<file path="src/rtl/pwm_channel_scheduler.sv">
`default_nettype none
// ============================================================================
// Module   : pwm_channel_scheduler
// Purpose  : Four PWM channels with wrap-time shadow reload and debounced
//            push-button enable toggles.
// Revision : 1.0
// ============================================================================
module pwm_channel_scheduler #(
    parameter int W          = 28,
    parameter int DEB_CYCLES = 500000,
    parameter int DEB_W      = 20
) (
    input  logic           clk_clk,
    input  logic           reset_reset,
    input  logic [4*W-1:0] period_in,
    input  logic [4*W-1:0] decode_in,
    input  logic [3:0]     push_in,
    output logic [3:0]     pwm_out,
    output logic [3:0]     chan_en,
    output logic [3:0]     wrap_pulse
);

    localparam logic [DEB_W-1:0] C_DEB_LAST = DEB_W'(DEB_CYCLES - 1);

    for (genvar i = 0; i < 4; i++) begin : g_chan
        logic             r_sync1, r_sync2, r_deb, r_deb_d, r_en;
        logic [DEB_W-1:0] r_deb_cnt;
        logic [W-1:0]     r_cnt, r_sp, r_sc;
        logic             r_pwm, r_wrap;
        logic             w_run, w_last, w_press;
        logic [W-1:0]     w_per, w_dec;

        assign w_per   = period_in[i*W +: W];
        assign w_dec   = decode_in[i*W +: W];
        assign w_press = r_deb_d & ~r_deb;
        assign w_run   = r_en && (r_sp != '0);
        assign w_last  = (r_cnt == r_sp - W'(1));

        // Buttons are active-low, so synchroniser and debounced level rest at 1.
        always_ff @(posedge clk_clk or posedge reset_reset) begin
            if (reset_reset) begin
                r_sync1   <= 1'b1;
                r_sync2   <= 1'b1;
                r_deb     <= 1'b1;
                r_deb_d   <= 1'b1;
                r_deb_cnt <= '0;
            end else begin
                r_sync1 <= push_in[i];
                r_sync2 <= r_sync1;
                r_deb_d <= r_deb;
                if (r_sync2 != r_deb) begin
                    if (r_deb_cnt == C_DEB_LAST) begin
                        r_deb     <= r_sync2;
                        r_deb_cnt <= '0;
                    end else begin
                        r_deb_cnt <= r_deb_cnt + DEB_W'(1);
                    end
                end else begin
                    r_deb_cnt <= '0;
                end
            end
        end

        always_ff @(posedge clk_clk or posedge reset_reset) begin
            if (reset_reset) begin
                r_en <= 1'b0;
            end else if (w_press) begin
                r_en <= ~r_en;
            end
        end

        // Shadows track the PIO inputs while idle and reload only at wrap while running.
        always_ff @(posedge clk_clk or posedge reset_reset) begin
            if (reset_reset) begin
                r_cnt  <= '0;
                r_sp   <= '0;
                r_sc   <= '0;
                r_wrap <= 1'b0;
                r_pwm  <= 1'b0;
            end else begin
                r_pwm <= w_run && (r_cnt < r_sc);
                if (!w_run) begin
                    r_cnt  <= '0;
                    r_sp   <= w_per;
                    r_sc   <= w_dec;
                    r_wrap <= 1'b0;
                end else if (w_last) begin
                    r_cnt  <= '0;
                    r_sp   <= w_per;
                    r_sc   <= w_dec;
                    r_wrap <= 1'b1;
                end else begin
                    r_cnt  <= r_cnt + W'(1);
                    r_wrap <= 1'b0;
                end
            end
        end

        assign pwm_out[i]    = r_pwm;
        assign chan_en[i]    = r_en;
        assign wrap_pulse[i] = r_wrap;
    end

endmodule
`default_nettype wire

</file>
<file path="config.mk">
export PLATFORM = sky130hd
export DESIGN_NAME = pwm_channel_scheduler
export DESIGN_NICKNAME = d
export VERILOG_FILES = /design/src/rtl/pwm_channel_scheduler.sv
export SDC_FILE = /design/constraint.sdc
export NUM_CORES = 1
export LEC_CHECK = 0
export CAP_MARGIN = 20
export CORE_MARGIN = 1
export CORE_UTILIZATION = 58
export DETAILED_ROUTE_END_ITERATION = 7
export PLACE_DENSITY = 0.81
export SLEW_MARGIN = 20
export SYNTH_ARGS = -nofsm -noshare
export SYNTH_HDL_FRONTEND = slang
export SYNTH_SLANG_ARGS = --single-unit
</file>
<file path="constraint.sdc">
create_clock -name clk_clk -period 18.6 [get_ports clk_clk]
set_input_delay 3.72 -clock clk_clk [delete_from_list [all_inputs] [get_ports clk_clk]]
set_output_delay 3.72 -clock clk_clk [all_outputs]
set_load 0.02 [all_outputs]
</file>
== Word level (Yosys, flattened, before mapping) ==
Index checks and enable logic that the tools add are counted.

* Flip-flop bits (word level): 444
* Word-level logic and storage cells: 144

* Add/subtract/negate cells: 12
* Order comparisons: 4
* Eq/ne operators: 16
* Mux-type cells: 40
* Bitwise operators: 12
* Reduce and logical (&&, ||, !) cells: 16

{| class="wikitable"
|+ Operator list
! operator !! number
|-
| $mux W28 || 24
|-
| $mux W20 || 8
|-
| $add A28 B1 Y28 const B || 4
|-
| $eq A28 B28 Y1 || 4
|-
| $lt A28 B28 Y1 || 4
|-
| $reduce_bool A28 Y1 || 4
|-
| $sub A28 B1 Y28 const B || 4
|-
| $add A20 B1 Y20 const B || 4
|-
| $eq A20 B19 Y1 const B || 4
|-
| $logic_and A1 B1 Y1 || 8
|-
| $mux W1 || 8
|-
| $ne A2 B1 Y1 const B || 4
|-
| $not A1 Y1 || 8
|-
| $reduce_and A2 Y1 || 4
|-
| $and A1 B1 Y1 || 4
|-
| $ne A1 B1 Y1 || 4
|}

== Depth between registers and ports, before layout ==
Gate-level depths: netlist of the first run.

* Word-level depth: 4
* Depth in mapped cells: 14
* Depth with buffers taken out: 10

== Worst setup path before layout of the first run ==
Ideal clock, no wire load.

* Kind: reg2out
* From: register g_chan[3].r_en
* To: output port chan_en[3]
* Data arrival time: 0.573 ns
* Setup slack: 14.307 ns
* Stages on the path, launching flop included: 2
* Buffers on the path: 1
* Cell sequence: dfrtp_1 buf_4

{| class="wikitable"
|+ RTL lines
! element !! line !! source
|-
| from (decl) || 26 || <nowiki>logic r_sync1, r_sync2, r_deb, r_deb_d, r_en;</nowiki>
|-
| from (signal assigned) || 68 || <nowiki>r_en <= ~r_en;</nowiki>
|-
| to (decl) || 19 || <nowiki>output logic [3:0] chan_en,</nowiki>
|}

No word-level cell between the ends.

==> flow_summary.ini, run 1 <==
[timing]
max_freq_ghz = 0.1630
setup_viol = 0
tns_ns = 0
skew_ns = 0.01840
period_needed_ns = 6.137
rsz0062_at_grt = no
relSlewSlack = 0.2581
finalHoldViolCount = 0
finalCritPeriodShare = 0.3299
finalMaxSlewViolations = 0
tightest_slew_ns = 1.113

[min_path]
worst_hold_path.endpoint = g_chan[0].r_sync2$_DFF_PP1_
hold_path_depth = 0
worstHoldStart = g_chan[0].r_sync1$_DFF_PP1_
hp-class = register to register

[setup_path]
r2r_cells = 11
cp_max_fo = 176
cp.arrival_ns = 6.72
cp.required_ns = 19.18
cp-start-kind = primary input
setup.worst_path.class = primary input to asynchronous set/reset pin
r2r_start = g_chan[2].r_sp[0]$_DFFE_PP0P_
ff2ff_setup_slack_ns = 13.59
crit_path_end_kind = asynchronous set/reset pin
reg2reg_to = g_chan[2].r_sp[10]$_DFFE_PP0P_

[yosys]
syn-num-nets = 2861
yosys-top-cells-area = dfrtp_1, mux2_2, ha_1
netlist_top_cells_count = dfrtp_1, nor2_1, xnor2_1
synthArstFlopShare = 1.000
yosysTopAreaCellShare = 0.4188
synth_cell_types = 78
ys_ff_latch = 444
synth_edf_count = 0
syn_avg_cell_area_um2 = 10.18
synth_most_common_cell = dfrtp_1
yosysSeqAreaShare = 0.4353
netlist_instances = 2511
synth_top_area_cell = dfrtp_1
synthesis.area_um2 = 25570
synth_flop_cell = dfrtp_1
ys_warn_count = 0

[global_route]
grt_pass1_vias = 19580
grt_max_degree = 177
grt.overflow.total = 0
antenna_found_initial = 0
grt_usage = 0.2747
grt_pass1_wl_um = 99560

[detailed_routing]
met2_length_um = 28780
wl_met1_um = 26740
wirelength_um = 60160
top_layer = met4
vias_per_cell = 5.809
first_pass_iters = 5
wl_per_cell_um = 18.03
vias = 19380
postRouteAntennaNets = 0
dr.first_iter.drc_count = 1369
met3_length_um = 3126
drc_errors = 0

[clock_tree]
cts_tree = built
root_buffer = clkbuf_16
cts_setup_buffers = 0
numClockSinks = 444
clk_pin_slew_ns = 0.06
cts_hold_buf = 0
cts_buffers = 49
cts_buffer_depth = 3
clock_latency_ns = 0.60
post_cts_resized = 0
htreeDepth = 2

[finish]
diodes = 0
stdcell_area_um2 = 29880
drive_above_1_share = 0.1043
final_nets = 3061
seq_area_um2 = 11130
multi_input_area_um2 = 13320
syn2layout_area_growth_pct = 16.87
fillCellCount = 3231

[placement]
placed_area_um2 = 28250
io_buffers = 241
gp_congestion = 0.9604
dp_hpwl_um = 44040

[floorplan]
die_area_um2 = 44930
die-height_um = 212.0
dieWidth_um = 212.0
row_count = 76
core_um2 = 43270
top_level_ports = 242
start_util = 0.5910

[pwr]
powerDensity_nw_per_um2 = 72.55
peakVddDrop_mv = 0.06001
p_leak_nw = 12.99

[outcome]
status = complete, no violations

[flow_run]
cap_violations = 0
[where the power goes]
group | switching (mW) | internal [mW] | leakage [nW]
logic | 0.0735 | 0.0900 | 6.56
clock network | 0.405 | 0.573 | 0.812
registers | 0.0321 | 0.995 | 5.62
total | 0.510 | 1.66 | 13.0
[worst max-delay path by stage]
stage                                                   end   startpoint
final                     g_chan[0].r_deb_cnt[19]$_DFF_PP0_  reset_reset
after global routing           g_chan[0].r_cnt[3]$_DFF_PP0_  reset_reset
after CTS                  g_chan[0].r_deb_cnt[6]$_DFF_PP0_  reset_reset
after detailed placement      g_chan[0].r_sp[0]$_DFFE_PP0P_  reset_reset
after global placement        g_chan[0].r_sp[0]$_DFFE_PP0P_  reset_reset
after floorplan                g_chan[0].r_cnt[0]$_DFF_PP0_  reset_reset
[layout make-up]
type | count | area share
clock buffers | 71 | 0.04748
inverters | 148 | 0.01884
flip-flops and latches | 444 | 0.3725
multi-input cells | 1816 | 0.4457
clock inverters | 20 | 0.006992
well taps | 585 | 0.02449
repair buffers | 252 | 0.08403
[state kept, by name, summed over array words and instances (netlist names)]
name	flops
g_chan.r_sync2	4
g_chan.r_sync1	4
g_chan.r_deb_cnt	80
g_chan.r_deb_d	4
g_chan.r_pwm	4
g_chan.r_cnt	112
g_chan.r_en	4
g_chan.r_sp	112
g_chan.r_sc	112
g_chan.r_wrap	4
g_chan.r_deb	4
[worst max-delay path, cell delays in order]
cell and delay [ns]:
clkdlybuf4s50_1 0.49, inv_8 0.66, buf_12 0.73, buf_4 0.84
[kinds of logic after synthesis]
family / count (synthesis) / share of synthesized area
AND/OR/NAND/NOR: 910 / 0.1850
adder cells (fa/ha/maj): 120 / 0.05872
multiplexers: 235 / 0.1030
AO/OA/AOI/OAI: 246 / 0.06806
buffers and inverters: 251 / 0.04482
flip-flops: 444 / 0.4353
XOR/XNOR: 305 / 0.1051
[per-stage QoR]
step | hold WS [ns] | total power [mW] | setup WS (ns) | util | std cells
after floorplan | 0.3452 | 1.124 | 2.535 | - | 2511
after global placement | 0.3462 | 1.199 | 11.85 | 0.6528 | 3244
after detailed placement | 0.3491 | 1.207 | 11.75 | 0.6528 | 3244
after CTS | 0.3578 | 2.189 | 12.40 | 0.6905 | 3335
after global routing | 0.3628 | 2.246 | 12.01 | 0.6907 | 3336
final | 0.3570 | 2.168 | 12.46 | 0.6907 | 3336
[placed cells by master (no fill, tap or decap), types with 11 or more instances in the layout]
cell	Yosys	final
a2111oi_0	13	13
a21o_1	43	42
a21oi_1	46	46
a31oi_1	17	17
and2_1	34	34
and3_1	37	37
and4_1	19	19
clkbuf_1	52	11
clkbuf_16	0	49
clkbuf_8	0	11
clkdlybuf4s50_1	0	241
clkinv_2	0	12
dfrtp_1	428	428
dfstp_2	16	16
ha_1	120	120
inv_1	148	147
mux2_1	72	72
mux2_2	154	154
nand2_1	108	108
nand2b_1	29	29
nand3_1	105	105
nand4_1	63	63
nor2_1	278	278
nor2b_1	25	24
nor3_1	66	66
nor4_1	42	42
o211ai_1	13	13
o21ai_0	33	33
or2_2	11	11
or3_1	19	19
or4_1	26	26
xnor2_1	156	156
xor2_1	148	148
[metal layers]
layer  GRT usage  vias up
li1            -     9219
met1      0.3750     9498
met2      0.4547      559
met3     0.03545      103
met4     0.08696        0
met5           0        -
No activity file was read; power rests on OpenSTA's default activity.
==> run 2: changes to the inputs <==
==> constraint.sdc (replaced) <==
create_clock -name clk_clk -period 5.8 [get_ports clk_clk]
set_input_delay 1.16 -clock clk_clk [delete_from_list [all_inputs] [get_ports clk_clk]]
set_output_delay 1.16 -clock clk_clk [all_outputs]
set_load 0.02 [all_outputs]
==> flow_summary.ini, run 2 (synthesis gave the netlist of run 1 again) <==
[detailed_routing]
wl_per_cell_um = 18.10
postRouteAntennaNets = 0
first_pass_iters = 8
drc_errors = 0
vias = 19300
vias_per_cell = 5.778
dr.first_iter.drc_count = 1405
wirelength_um = 60450

[setup_path]
cpMaxStageDelayCell = a31o_4
cp_max_fo = 69
crit_path_end_kind = register
cp-start-kind = register
slowest_delay_ns = 0.84
cp.required_ns = 6.26
path_cells = inv_1, ha_1, or4b_2, nor4_1, nand4_1, nor4bb_1, a311oi_1, a21oi_1, a31o_4, mux2_2
cp.arrival_ns = 5.12
setup.worst_path.class = register to register

[timing]
period_needed_ns = 4.657
skew_ns = 0.01471
setup_viol = 0
relSlewSlack = 0.3687
finalMaxSlewViolations = 0
rsz0062_at_grt = no
tns_ns = 0
finalHoldViolCount = 0
max_freq_ghz = 0.2147
finalCritPeriodShare = 0.8029
tightest_slew_ns = 0.9470

[finish]
fillCellCount = 3191
diodes = 0
final_nets = 3066
layout_commonest_cell = dfrtp_1
seq_area_um2 = 11130
multi_input_area_um2 = 13320
reg_top3 = g_chan.r_cnt x112, g_chan.r_sc x112, g_chan.r_sp x112
syn2layout_area_growth_pct = 16.84
final_cell_mix = dfrtp_1, nor2_1, clkdlybuf4s50_1
drive_above_1_share = 0.1016

[floorplan]
top_level_ports = 242
row_count = 76
dieWidth_um = 212.0
core_um2 = 43270
die_area_um2 = 44930
die-height_um = 212.0
start_util = 0.5910

[flow_run]
cap_violations = 0

[global_route]
antenna_found_initial = 0
grt_usage = 0.2743
grt_pass1_vias = 19760
grt.overflow.total = 0
grt_pass1_wl_um = 99420
grt_max_degree = 147

[clock_tree]
cts_tree = built
root_buffer = clkbuf_16
clock_latency_ns = 0.58
cts_hold_buf = 0
numClockSinks = 444
cts_setup_buffers = 0
cts_buffer_depth = 3
clk_pin_slew_ns = 0.06
post_cts_resized = 0
htreeDepth = 2
cts_buffers = 49

[pwr]
p_leak_nw = 12.95
powerDensity_nw_per_um2 = 229.3
finalPower_mw = 6.851
peakVddDrop_mv = 0.2004

[placement]
gp_congestion = 0.9284
dp_hpwl_um = 44350
io_buffers = 241

[outcome]
status = complete, no violations

[min_path]
hp-class = register to register
[run 2: cell types whose count changed in the layout (fill, tap and decap cells not counted)]
cell / previous run / this run
buf_12: 1 / 4
buf_4: 9 / 12
buf_6: 1 / 0
bufinv_16: 3 / 2
clkbuf_1: 11 / 22
clkbuf_16: 49 / 51
clkbuf_8: 11 / 5
clkinv_2: 12 / 5
clkinv_8: 2 / 0
clkinvlp_4: 0 / 4
inv_6: 2 / 1
inv_8: 1 / 0
[run 2: critical path, delay by kind of cell (launching register included)]
kind	cells	cell delay [ns]
multiplexers	1	0.42
AO/OA/AOI/OAI	3	1.27
AND/OR/NAND/NOR	4	2.08
adder cells (fa/ha/maj)	1	0.21
flip-flops	1	0.44
buffers and inverters	1	0.08
[run 2: through the flow]
step | instance area, µm² | setup slack (ns) | instances | hold WS (ns) | util
finish | 29880 | 1.143 | 3340 | 0.3559 | 0.6905
global route | 29880 | 0.9041 | 3340 | 0.3588 | 0.6905
CTS | 29880 | 1.191 | 3340 | 0.3554 | 0.6905
detailed placement | 28320 | 1.199 | 3250 | 0.3472 | 0.6547
global placement | 28320 | 1.362 | 3250 | 0.3464 | 0.6547
floorplan | 25570 | -1.348 | 2511 | 0.3452 | -
[run 2: cell type report]
| class | instances | area share |
|---|---|---|
| Timing Repair Buffer | 257 | 0.08644 |
| Clock inverter | 12 | 0.004188 |
| Multi-Input combinational cell | 1816 | 0.4458 |
| Tap cell | 585 | 0.02450 |
| Inverter | 148 | 0.01872 |
| Clock buffer | 78 | 0.04778 |
| Sequential cell | 444 | 0.3725 |
[run 2: per-layer routing]
layer	track usage	vias to the layer above	wire length [µm]	share of wire
met5	0	-	0	0
met4	0.08896	0	1477	0.024
met3	0.03944	99	3073	0.051
met2	0.4663	507	29300	0.48
met1	0.3607	9487	26590	0.44
li1	-	9205	-	-
[run 2: worst paths after layout]
check,startpoint,endpoint,slack [ns],cells after the start
worst max-delay path,g_chan[3].r_sp[0]$_DFFE_PP0P_,g_chan[3].r_sc[5]$_DFFE_PP0P_,1.14,10
worst min-delay path,g_chan[2].r_sync1$_DFF_PP1_,g_chan[2].r_sync2$_DFF_PP1_,0.36,0
worst max register to register,g_chan[3].r_sp[0]$_DFFE_PP0P_,g_chan[3].r_sc[5]$_DFFE_PP0P_,1.14,10
worst min register to register,g_chan[2].r_sync1$_DFF_PP1_,g_chan[2].r_sync2$_DFF_PP1_,0.36,0
max in group asynchronous,reset_reset,g_chan[3].r_sp[25]$_DFFE_PP0P_,3.45,3
min in group asynchronous,reset_reset,g_chan[1].r_sc[18]$_DFFE_PP0P_,1.06,2
[run 2: power by group]
part | switching (mW) | leakage [nW] | internal [mW]
sequential | 0.105 | 5.62 | 3.19
combinational | 0.238 | 6.58 | 0.292
clock | 1.25 | 0.747 | 1.77
